## src/rtl/tff_toggle_gen.sv

```systemverilog
// ---------------------------------------------------------------------------
// tff_toggle_gen
//
// Produces single-cycle toggle-enable pulses (t) for a downstream T
// flip-flop. A start in IDLE captures the period and burst length. In RUN
// a pulse is issued every per_q+1 enabled cycles. A non-zero burst length
// ends the run after that many pulses, passing through a one-cycle DONE
// state that carries the last pulse. en pauses the count, stop aborts.
//
// Handshake: there is no valid/ready pair. start is a level sampled only
// in IDLE, and stop is a level sampled only in RUN. Neither is
// acknowledged; busy tells the requester whether a run is in progress.
//
// Ports
//   clk        in   rising-edge clock
//   clear_n    in   asynchronous active-low reset
//   start      in   launch request (IDLE only)
//   stop       in   abort (RUN only, beats a pulse due on the same edge)
//   en         in   count enable; 0 pauses the counter in RUN
//   period     in   pulse spacing minus 1, captured on start
//   burst_len  in   pulses per burst, 0 = continuous, captured on start
//   t          out  toggle enable to the TFF stage
//   busy       out  high in RUN and DONE
//   done       out  one-cycle flag on the final burst pulse
//   tog_cnt    out  pulses since the last start (wraps when continuous)
//
// Every output comes straight from a flop.
// ---------------------------------------------------------------------------
module tff_toggle_gen #(
    parameter int CNT_W   = 8,
    parameter int BURST_W = 4
) (
    input  logic               clk,
    input  logic               clear_n,
    input  logic               start,
    input  logic               stop,
    input  logic               en,
    input  logic [CNT_W-1:0]   period,
    input  logic [BURST_W-1:0] burst_len,
    output logic               t,
    output logic               busy,
    output logic               done,
    output logic [BURST_W-1:0] tog_cnt
);

    typedef enum logic [1:0] {
        IDLE = 2'd0,
        RUN  = 2'd1,
        DONE = 2'd2
    } state_t;

    state_t             state, state_d;
    logic [CNT_W-1:0]   cnt, cnt_d;
    logic [CNT_W-1:0]   per_q, per_d;
    logic [BURST_W-1:0] burst_q, burst_d;
    logic [BURST_W-1:0] tog_d;
    logic               t_d, done_d, busy_d;

    always_ff @(posedge clk or negedge clear_n) begin
        if (!clear_n) begin
            state   <= IDLE;
            cnt     <= '0;
            per_q   <= '0;
            burst_q <= '0;
            tog_cnt <= '0;
            t       <= 1'b0;
            done    <= 1'b0;
            busy    <= 1'b0;
        end else begin
            state   <= state_d;
            cnt     <= cnt_d;
            per_q   <= per_d;
            burst_q <= burst_d;
            tog_cnt <= tog_d;
            t       <= t_d;
            done    <= done_d;
            busy    <= busy_d;
        end
    end

    always_comb begin
        state_d = state;
        cnt_d   = cnt;
        per_d   = per_q;
        burst_d = burst_q;
        tog_d   = tog_cnt;
        t_d     = 1'b0;
        done_d  = 1'b0;

        case (state)
            IDLE: begin
                // start wins over stop here; stop means nothing in IDLE.
                if (start) begin
                    per_d   = period;
                    burst_d = burst_len;
                    cnt_d   = '0;
                    tog_d   = '0;
                    state_d = RUN;
                end
            end
            RUN: begin
                if (stop) begin
                    // Abort drops any pulse due on this edge; counts hold.
                    state_d = IDLE;
                end else if (en) begin
                    if (cnt == per_q) begin
                        t_d   = 1'b1;
                        cnt_d = '0;
                        tog_d = tog_cnt + 1'b1;
                        // Last pulse of a finite burst rides out in DONE.
                        if ((burst_q != '0) && (tog_d == burst_q)) begin
                            done_d  = 1'b1;
                            state_d = DONE;
                        end
                    end else begin
                        cnt_d = cnt + 1'b1;
                    end
                end
            end
            DONE: begin
                state_d = IDLE;
            end
            default: begin
                state_d = IDLE;
            end
        endcase

        busy_d = (state_d != IDLE);
    end

endmodule

```

## config.mk

```make
export PLATFORM = sky130hd
export DESIGN_NAME = tff_toggle_gen
export DESIGN_NICKNAME = d
export VERILOG_FILES = /design/src/rtl/tff_toggle_gen.sv
export SDC_FILE = /design/constraint.sdc
export NUM_CORES = 1
export LEC_CHECK = 0
export BUFFER_PORTS_ARGS = -buffer_cell sky130_fd_sc_hd__buf_2
export CAP_MARGIN = 20
export CORE_ASPECT_RATIO = 1.75
export CORE_UTILIZATION = 45
export CTS_CLUSTER_DIAMETER = 200
export DETAILED_ROUTE_END_ITERATION = 6
export PLACE_DENSITY = 0.77
export REMOVE_ABC_BUFFERS = 1
export SKIP_LAST_GASP = 1
export SYNTH_ARGS = -nofsm -noshare
export SYNTH_HDL_FRONTEND = slang
export SYNTH_SLANG_ARGS = --single-unit
```

## constraint.sdc

```tcl
create_clock -name clk -period 2.9 [get_ports clk]
set_input_delay 0.58 -clock clk [delete_from_list [all_inputs] [get_ports clk]]
set_output_delay 0.58 -clock clk [all_outputs]
set_load 0.005 [all_outputs]
```

# Yosys cells after proc, flatten, opt, wreduce, memory -nomap -nowiden

Cells that the tools add are included.

ROM bits: 0
Output and inout port bits: 7
Bits in writable memories: 0
Register bits: 29
Logic and storage cells: 50
Latch bits: 0
Memories: 0

Divide/modulo/power cells: 0
Add/subtract/negate cells: 2
Reduce and logical (&&, ||, !) cells: 8
Equality and inequality tests: 7
Multiplexer cells: 25
Multipliers: 0
Shift-type cells: 0
Bitwise operators: 0
$lt $le $gt $ge: 0

Operators with widths:

| kind                                                                  | number |
|---|---|
| 8-bit 2-to-1 mux                                                      | 4 |
| 4-bit 2-to-1 mux                                                      | 4 |
| 8-bit one-hot mux with 2 select lines                                 | 1 |
| 2-bit 2-to-1 mux                                                      | 5 |
| 1-bit 2-to-1 mux                                                      | 9 |
| 8-bit by 1-bit adder with 8-bit output, second input constant         | 1 |
| 8-bit equality test                                                   | 1 |
| 2-bit != test, second input constant                                  | 4 |
| 4-bit one-hot mux with 2 select lines                                 | 1 |
| 5-bit AND reduction                                                   | 1 |
| 4-bit by 1-bit adder with 4-bit output, second input constant         | 1 |
| 4-bit equality test                                                   | 1 |
| 2-bit one-hot mux with 2 select lines                                 | 1 |
| 4-bit AND reduction                                                   | 1 |
| 2-bit nonzero test                                                    | 2 |
| 4-bit nonzero test                                                    | 1 |
| 2-bit by 1-bit equality test with 1-bit output, second input constant | 1 |
| 2-bit zero test                                                       | 1 |
| 2-bit AND reduction                                                   | 1 |
| 1-bit logical AND                                                     | 1 |

# Longest topological paths before layout

Gate-level depths: netlist of run 1.

Word-level depth: 9
Depth in mapped cells: 8
Mapped depth without buffers: 7

# Least setup slack after synthesis of run 1

No wires, ideal clock.

Kind: input-to-reg
From: input start
To: register burst_q[0]
Required time: 2.775 ns
Arrival: 1.450 ns
Path slack: 1.326 ns
Stages on the path: 3
Setup time: 0.125 ns
Path through: nor3b_2 buf_2 mux2_2

Cells in the longest elaborated chain, start to end: 1

RTL lines:

| element                       | RTL line | source |
|---|---|---|
| from (decl)                   | 35       | `input logic start,` |
| 2-bit AND reduction (no line) | -        |  |
| to (signal assigned)          | 73       | `burst_q <= burst_d;` |
| to (decl)                     | 55       | `logic [BURST_W-1:0] burst_q, burst_d;` |

No other way between the ends.
A chain may end at the register's enable or synchronous reset.

# Worst setup path in the final report of run 1

From: register tog_cnt[0]
To: register state[0]

Cells in the longest elaborated chain, start to end: 8

RTL lines:

| element                                | RTL line | source |
|---|---|---|
| from (decl)                            | 43       | `output logic [BURST_W-1:0] tog_cnt` |
| from (signal assigned)                 | 74       | `tog_cnt <= tog_d;` |
| 4-bit by 1-bit adder with 4-bit output | 109      | `tog_d = tog_cnt + 1'b1;` |
| 4-bit equality test                    | 111      | `if ((burst_q != '0) && (tog_d == burst_q)) begin` |
| 1-bit logical AND                      | 111      |  |
| 2-bit 2-to-1 mux                       | 111      |  |
| 2-bit 2-to-1 mux                       | 106      | `if (cnt == per_q) begin` |
| 2-bit 2-to-1 mux                       | 105      | `end else if (en) begin` |
| 2-bit 2-to-1 mux                       | 102      | `if (stop) begin` |
| 2-bit one-hot mux with 2 select lines  | 90       | `case (state)` |
| named net state_d[0]                   | 52       | `state_t state, state_d;` |
| to (signal assigned)                   | 70       | `state <= state_d;` |
| to (decl)                              | 52       |  |

The timed path passes the listed nets, and every way through them passes these cells.

==> run metrics, run 1 <==
Seq/Total Area, Yosys=0.505; maximum fanout along the worst path=6; number of global-route vias before repair=988; number of synthesized flops with an enable pin=0; Area contributors post-synth=dfrtp_1, mux2_2, xnor2_1; FF-to-FF setup slack=1.21 ns; critical path startpoint=tog_cnt[0]$_DFFE_PN0P_; Final setup viols=0; Slew headroom=0.580; Worst path slowest cell=dfrtp_1; die width=44.7 um; final setup margin=1.21 ns; clk sinks=29; Via Count=1017; share of cells above drive strength 1=0.338; Synth Warn #=0; gr busiest metal=met2; outcome=completed; Buffers & Inverters on Critical Path=0; delay-heaviest family, CP=flip-flops; Worst Hold Margin=0.313 ns; FF-to-FF End=state[0]$_DFF_PN0_; Slew @ Worst Pin=0.629 ns; n_diodes=0; max-slew violations=0; RSZ-0062 raised after global routing=false; largest net degree at the start of global routing=30; Hold Fails Final Rpt=0; dominant cell type by area after synthesis=dfrtp_1; area growth from synthesis to layout=18.0%; Min-Delay Path Class=in2async; core area=2990 sq um; Post-DP HPWL=1910 um; placed cell area=1590 sq um; row cnt=26; Clock Pin Slew Worst Setup and Hold Paths=0.06 ns; minimum clock period=1.69 ns; Avg Cell Area, Syn=11.5 sq um; Yosys cell types=37; Pleak=0.772 nW; post-DR wirelength/cell=12.7 um; CP Cell Sequence=ha_1 > xor2_1 > nor3_1 > nand3_1 > a21o_1; launch point of the worst reg-to-reg path=tog_cnt[0]$_DFFE_PN0P_; met3 GRT Util=0.0424; M1 GR Usage=0.180; most frequent cells in the layout=dfrtp_1, buf_2, xnor2_1, mux2_2; Total Wirelength=2490 um; commonest non-fill, non-tap cell in the layout=dfrtp_1; Die Area=3430 sq um; FMAX=593 MHz; Final ANT Viol Nets=0; #FFs+latches synth=29; Max Cap Viol=0; Placed Cells=188; clk_skew=0.00631 ns; post-CTS setup repair buffer count=0; Setup crit end=state[0]$_DFF_PN0_; Levels on crit path=5; root buffer cell=clkbuf_8; CTS tree=yes; setup_tns=0 ns; GR Util met2=0.282; clk_lat worst skew=0.28 ns; cts repair resizes=0; Worst Path Required=3.07 ns; FF-to-FF path depth=5; Max VDD drop=0.348 mV; H-tree depth=2; Final Cell Area=1700 sq um; multi-input gate area in the final layout=671 sq um; TritonCTS buffer count=5; FFs w/ async S/R, synth=1.00; post-synth top area share=0.505; Net count, final=172; Die Y=76.7 um; critical path endpoint category=register; drt pass-1 iters=4; Post-CTS Hold Buffers=0; first-pass GRT wire length=4190 um; pre-CTS setup slack=1.05 ns; Post-Synthesis Cells=125; RePlAce Congestion=0.731; initial antenna violation count=0; Tcrit/Tclk final=0.582; Top FF cell, synth=dfrtp_1; Initial Util=0.480; Total GRT Usage=0.164; register area=726 sq um; DRC violation count after routing=0; IO Pins=24; crit-path max cell delay=0.46 ns; synthesized area=1440 sq um; GRT overflow=0; Finished Layout Cells=196; Port Buffer Count=23; initial DRC count=24; CP Data Arrival Time=1.86 ns; power density over the cells=663 nW/um^2; FILL cells=281; Max clock buf depth=2; vias per inst=5.19; Crit Path Class=reg2reg; startpoint types=register
[through the flow]
| step | utilization | power [mW] |
|---|---|---|
| final | 0.566 | 1.12 |
| after global routing | 0.566 | 1.19 |
| after CTS | 0.566 | 1.14 |
| after detailed placement | 0.533 | 0.774 |
| after global placement | 0.533 | 0.761 |
| after floorplan | - | 0.706 |
[layout make-up]
class / count / area share
Clock buffer: 7 / 0.0568
Multi-Input combinational cell: 87 / 0.396
Clock inverter: 1 / 0.00295
Inverter: 6 / 0.0133
Timing Repair Buffer: 24 / 0.0723
Tap cell: 42 / 0.0310
Sequential cell: 29 / 0.428
[metal layers]
layer  wire length (um)  share of wire
met1                949           0.38
met3                121          0.049
met2               1360           0.55
met4                 50          0.020
met5                  0              0
[cell families (layout without fill, tap and decap cells)]
logic type | Yosys count | in the layout | share of synthesized area
buffers and inverters | 9 | 38 | 0.0279
flip-flops | 29 | 29 | 0.505
AO/OA/AOI/OAI | 14 | 14 | 0.0653
multiplexers | 14 | 14 | 0.109
AND/OR/NAND/NOR | 39 | 39 | 0.166
adder cells (fa/ha/maj) | 2 | 2 | 0.0174
XOR/XNOR | 18 | 18 | 0.110
[registers in the layout, summed over array words and instances, names as in the netlist]
register,flops
burst_q,4
cnt,8
tog_cnt,4
done,1
busy,1
per_q,8
t,1
state,2
[power breakdown]
| group | internal (mW) | switching [mW] |
|---|---|---|
| Clock | 0.214 | 0.147 |
| Sequential | 0.471 | 0.0759 |
| Combinational | 0.125 | 0.0922 |
[worst min path at each step]
stage                               startpoint                      to  slack (ns)  depth (start not counted)
after floorplan                        clear_n  burst_q[0]$_DFFE_PN0P_        0.28                          0
after global placement    per_q[1]$_DFFE_PN0P_    per_q[1]$_DFFE_PN0P_        0.51                          1
after detailed placement  per_q[1]$_DFFE_PN0P_    per_q[1]$_DFFE_PN0P_        0.52                          1
after CTS                              clear_n             t$_DFF_PN0_        0.34                          1
after global routing                   clear_n             t$_DFF_PN0_        0.36                          1
final                                  clear_n             t$_DFF_PN0_        0.31                          1
[synthesized netlist by cell type, types with 2 or more instances]
| cell | n |
|---|---|
| nand4_1 | 3 |
| nor3_2 | 2 |
| mux2_2 | 13 |
| inv_1 | 5 |
| o21ai_0 | 3 |
| xnor2_1 | 16 |
| ha_1 | 2 |
| xor2_1 | 2 |
| a21oi_1 | 2 |
| nand2_1 | 5 |
| a21o_1 | 4 |
| or3_1 | 2 |
| nand3_1 | 7 |
| nor2b_1 | 2 |
| nor2_1 | 6 |
| dfrtp_1 | 29 |
| and4_1 | 2 |
Note: power is estimated with default switching activity, not from simulation.
==> run 2: changes to the inputs <==
==> constraint.sdc (replaced) <==
create_clock -name clk -period 1.76 [get_ports clk]
set_input_delay 0.352 -clock clk [delete_from_list [all_inputs] [get_ports clk]]
set_output_delay 0.352 -clock clk [all_outputs]
set_load 0.005 [all_outputs]
==> run metrics, run 2 (same netlist as run 1, synthesis figures left out) <==
row cnt=26 (unchanged); Crit Path Class=reg2reg; sequential group share of total power=0.478 (-0.008); RSZ-0062 raised after global routing=false; startpoint types=register; top flop regs=cnt x8, per_q x8; minimum clock period=1.72 ns (+0.0320 ns); max-slew violations=0 (unchanged); FF-to-FF path depth=5 (unchanged); initial antenna violation count=0 (unchanged); IO Pins=24 (unchanged); CTS tree=yes; Die Area=3430 sq um (unchanged); Sw Ratio=0.298 (+0.0184); n_diodes=0 (unchanged); logic gate share of total power=0.232 (+0.039); cts repair resizes=0 (unchanged); Die Y=76.7 um (unchanged); clk sinks=29 (unchanged); share of cells above drive strength 1=0.352 (+0.0145); root buffer cell=clkbuf_8; Total GRT Usage=0.189 (+0.0252); launch point of the worst reg-to-reg path=tog_cnt[0]$_DFFE_PN0P_; RePlAce Congestion=0.815 (+11%); TritonCTS buffer count=5 (unchanged); most frequent cells in the layout=dfrtp_1, buf_2, xnor2_1, mux2_2, nand3_1; Min-Delay Path Class=in2async; Post-CTS Hold Buffers=0 (unchanged); initial DRC count=51 (+110%); die width=44.7 um (unchanged); Worst Hold Margin=0.0756 ns (-0.237 ns); GRT overflow=0 (unchanged); number of global-route vias before repair=1045 (+5.8%); Total Wirelength=2780 um (+12%); Port Buffer Count=23 (unchanged); Max Cap Viol=0 (unchanged); Pleak=0.789 nW (+2.2%); clock share of power=0.290 (-0.031); commonest non-fill, non-tap cell in the layout=dfrtp_1; FMAX=582 MHz (-1.9%); Initial Util=0.480 (unchanged); CP Cell Sequence=ha_1 > xor2_1 > nor3_1 > nand3_1 > a21o_1; CP Data Arrival Time=1.90 ns (+0.04 ns); post-CTS setup repair buffer count=0 (unchanged); DRC violation count after routing=0 (unchanged); Worst path slowest cell=dfrtp_1; post-DR wirelength/cell=13.8 um (+8.9%); Post-DP HPWL=2030 um (+6.1%); FF-to-FF End=state[0]$_DFF_PN0_; maximum fanout along the worst path=6 (unchanged); Via Count=1033 (+1.6%); setup_tns=0 ns (unchanged); crit-path max cell delay=0.46 ns (about the same); Final ANT Viol Nets=0 (unchanged); Final setup viols=0 (unchanged); H-tree depth=2 (unchanged); drt pass-1 iters=4 (unchanged); FF-to-FF setup slack=0.04 ns (-1.17 ns); Internal Power=1.28 mW (+59%); core area=2990 sq um (unchanged); Tcrit/Tclk final=0.977 (+0.395); Net count, final=177 (+2.9%); Slew headroom=0.574 (-0.00659); register area=726 sq um (unchanged); first-pass GRT wire length=4640 um (+11%); critical path endpoint category=register; Worst Path Required=1.94 ns (-1.13 ns); clk_skew=0.00978 ns (+0.00347 ns); vias per inst=5.14 (-0.95%); area growth from synthesis to layout=19.3%; Psw=0.546 mW (+74%); outcome=completed; Slew @ Worst Pin=0.639 ns (+0.00988 ns); Hold Fails Final Rpt=0 (unchanged); FILL cells=286 (+1.8%); multi-input gate area in the final layout=671 sq um (unchanged); Clock Pin Slew Worst Setup and Hold Paths=0.07 ns (about the same); largest net degree at the start of global routing=30 (unchanged); Max clock buf depth=2 (unchanged); Max VDD drop=0.612 mV (+76%); clk_lat worst skew=0.29 ns (about the same); power density over the cells=1070 nW/um^2 (+61%)
[run 2: cell count changes in the layout (fill, tap and decap cells not counted)]
cell	change
buf_4	+5
clkbuf_1	+1
clkbuf_8	-2
clkinv_2	+1
[run 2: area by class of cell]
class | count | share of cell area
flip-flops and latches | 29 | 0.423
multi-input cells | 87 | 0.391
well taps | 42 | 0.0307
inverters | 6 | 0.0131
clock buffers | 6 | 0.0423
clock inverters | 2 | 0.00584
repair buffers | 29 | 0.0934
[run 2: worst max-delay path, delay by kind of cell (launching register included)]
kind / cells / cell delay, ns
flip-flops: 1 / 0.46
AND/OR/NAND/NOR: 2 / 0.45
adder cells (fa/ha/maj): 1 / 0.35
AO/OA/AOI/OAI: 1 / 0.20
XOR/XNOR: 1 / 0.15
[run 2: power by group through the flow]
| stage | combinational [mW] | clock [mW] | sequential (mW) |
|---|---|---|---|
| 6_report | 0.425 | 0.531 | 0.876 |
| 5_1_grt | 0.466 | 0.572 | 0.896 |
| 4_1_cts | 0.430 | 0.538 | 0.877 |
| 3_5_place_dp | 0.428 | 0 | 0.890 |
| 3_3_place_gp | 0.406 | 0 | 0.881 |
| 2_1_floorplan | 0.282 | 0 | 0.881 |
[run 2: worst max-delay path by stage]
stage | startpoint | end | slack (ns) | cells after the start
6_report | tog_cnt[0]$_DFFE_PN0P_ | state[0]$_DFF_PN0_ | 0.04 | 5
5_1_grt | tog_cnt[0]$_DFFE_PN0P_ | state[0]$_DFF_PN0_ | 0.003 | 5
4_1_cts | tog_cnt[0]$_DFFE_PN0P_ | state[0]$_DFF_PN0_ | 0.05 | 5
3_5_place_dp | tog_cnt[0]$_DFFE_PN0P_ | state[0]$_DFF_PN0_ | 0.07 | 5
3_3_place_gp | tog_cnt[0]$_DFFE_PN0P_ | state[0]$_DFF_PN0_ | 0.1 | 5
2_1_floorplan | state[0]$_DFF_PN0_ | burst_q[0]$_DFFE_PN0P_ | 0.21 | 2
[run 2: stage by stage]
step | util | std cells | area (sq um) | worst slack (ns) | power (mW)
final | 0.573 | 201 | 1710 | 0.0403 | 1.83
after global routing | 0.573 | 201 | 1710 | 0.00328 | 1.93
after CTS | 0.573 | 201 | 1710 | 0.0496 | 1.84
after detailed placement | 0.545 | 193 | 1630 | 0.0692 | 1.32
after global placement | 0.545 | 193 | 1630 | 0.0975 | 1.29
after floorplan | - | 122 | 1420 | 0.207 | 1.16
[run 2: layer usage]
layer  GRT usage  up-vias  share of wire  wire length [um]
met5           0        -              0                 0
met4      0.0939        0          0.023                65
met3      0.0565        5          0.051               141
met2       0.322       29           0.55              1530
met1       0.202      499           0.37              1040
li1            -      500              -                 -
==> run 3: changes to the inputs <==
--- a/config.mk
+++ b/config.mk
@@ -6,8 +6,8 @@
 export NUM_CORES = 1
 export LEC_CHECK = 0
 export BUFFER_PORTS_ARGS = -buffer_cell sky130_fd_sc_hd__buf_2
-export CAP_MARGIN = 20
-export CORE_ASPECT_RATIO = 1.75
+export CAP_MARGIN = 5
+export CORE_ASPECT_RATIO = 1.2
 export CORE_UTILIZATION = 45
 export CTS_CLUSTER_DIAMETER = 200
 export DETAILED_ROUTE_END_ITERATION = 6
==> run metrics, run 3 (same netlist as run 1, synthesis figures left out) <==
outcome=completed; top flop regs=cnt x8, per_q x8; GRT overflow=0 (unchanged); n_diodes=0 (unchanged); cts repair resizes=0 (unchanged); root buffer cell=clkbuf_4; RePlAce Congestion=0.830 (+1.9%); area growth from synthesis to layout=18.1%; final core occ=0.555 (-0.0175); FF-to-FF setup slack=0.09 ns (+0.05 ns); row cnt=22 (-15%); Initial Util=0.470 (-0.00983); clk_lat worst skew=0.32 ns (+0.03 ns); post-CTS setup repair buffer count=0 (unchanged); Die Y=63.9 um (-17%); Via Count=1047 (+1.4%); Slew headroom=0.591 (+0.0175); FMAX=598 MHz (+2.8%); H-tree depth=2 (unchanged); Finished Layout Cells=193 (-4.0%); Slew @ Worst Pin=0.613 ns (-0.0262 ns); drt pass-1 iters=4 (unchanged); critical path endpoint category=register; Port Buffer Count=23 (unchanged); Crit Path Class=reg2reg; Pleak=0.781 nW (-0.99%); first-pass GRT wire length=4600 um (-0.88%); Max Cap Viol=0 (unchanged); Final setup viols=0 (unchanged); CP Data Arrival Time=1.90 ns (about the same); minimum clock period=1.67 ns (-0.0473 ns); delay-heaviest family, CP=flip-flops; number of global-route vias before repair=1070 (+2.4%); Post-CTS Hold Buffers=0 (unchanged); IO Pins=24 (unchanged); Worst Hold Margin=0.0312 ns (-0.0444 ns); Clock Pin Slew Worst Setup and Hold Paths=0.09 ns (+0.02 ns); Hold Fails Final Rpt=0 (unchanged); pre-CTS setup slack=0.0523 ns (-0.0169 ns); initial DRC count=22 (-57%); setup_tns=0 ns (unchanged); Max VDD drop=0.708 mV (+16%); crit-path max cell delay=0.48 ns (+0.02 ns); Placed Cells=186 (-3.6%); final setup margin=0.0876 ns (+0.0473 ns); core area=3060 sq um (+2.1%); Min-Delay Path Class=in2async; Worst Path Required=1.98 ns (+0.04 ns); largest net degree at the start of global routing=30 (unchanged); power density over the cells=1070 nW/um^2 (+0.12%); Tcrit/Tclk final=0.950 (-0.0269); post-DR wirelength/cell=14.1 um (+2.1%); most frequent cells in the layout=dfrtp_1, buf_2, xnor2_1, mux2_2, nand3_1; CP Cell Sequence=ha_1 > xor2_1 > xnor2_1 > and3_1 > nand3_1 > a21o_1; Total GRT Usage=0.196 (+0.00688); maximum fanout along the worst path=6 (unchanged); Buffers & Inverters on Critical Path=0 (unchanged); initial antenna violation count=0 (unchanged); Post-DP HPWL=2090 um (+2.8%); clk sinks=29 (unchanged); DRC violation count after routing=0 (unchanged); Worst path slowest cell=dfrtp_1; commonest non-fill, non-tap cell in the layout=dfrtp_1; TritonCTS buffer count=5 (unchanged); clk_skew=0.00307 ns (-0.00671 ns); Net count, final=176 (-0.56%); die width=53.6 um (+20%); Die Area=3420 sq um (-0.22%); RSZ-0062 raised after global routing=true; vias per inst=5.42 (+5.6%); share of cells above drive strength 1=0.363 (+0.0109); Final ANT Viol Nets=0 (unchanged); CTS tree=yes; startpoint types=register; max-slew violations=0 (unchanged); Total Wirelength=2720 um (-2.0%); Max clock buf depth=2 (unchanged)
## run 3: path summary, 6_finish.rpt
check                      cells past startpoint                   end              startpoint
setup / recovery                               6    state[0]$_DFF_PN0_  tog_cnt[0]$_DFFE_PN0P_
max in group asynchronous                      1    cnt[1]$_DFFE_PN0P_                 clear_n
hold / removal                                 1    cnt[0]$_DFFE_PN0P_                 clear_n
min in group clk                               2  per_q[6]$_DFFE_PN0P_               period[6]
hold reg to reg                                1  per_q[6]$_DFFE_PN0P_    per_q[6]$_DFFE_PN0P_
setup reg to reg                               6    state[0]$_DFF_PN0_  tog_cnt[0]$_DFFE_PN0P_
## run 3: per-layer routing
layer  vias to the layer above  share of wire  track usage
li1                        499              -            -
met1                       503           0.39        0.214
met2                        38           0.52        0.317
met3                         7          0.060       0.0810
met4                         0          0.024       0.0987
met5                         -              0            0
## run 3: layout make-up
cell class | count | area [sq um]
tap | 36 | 45.0
sequential | 29 | 726
clock inverter | 2 | 35.0
clock buffer | 5 | 37.5
inverter | 6 | 22.5
multi-input combinational | 87 | 678
fill | 272 | 1360
timing repair buffer | 28 | 153
## run 3: stage by stage
| step | area [sq um] | total power, mW |
|---|---|---|
| floorplan | 1420 | 1.16 |
| detailed placement | 1620 | 1.31 |
| CTS | 1690 | 1.83 |
| finish | 1700 | 1.81 |
| global placement | 1620 | 1.28 |
| global route | 1700 | 1.92 |
## run 3: power by group
group          total, mW  switching, mW  internal [mW]  leakage (nW)
Sequential         0.878          0.104          0.774         0.369
Combinational      0.423          0.190          0.234         0.371
Clock              0.513          0.224          0.289        0.0410
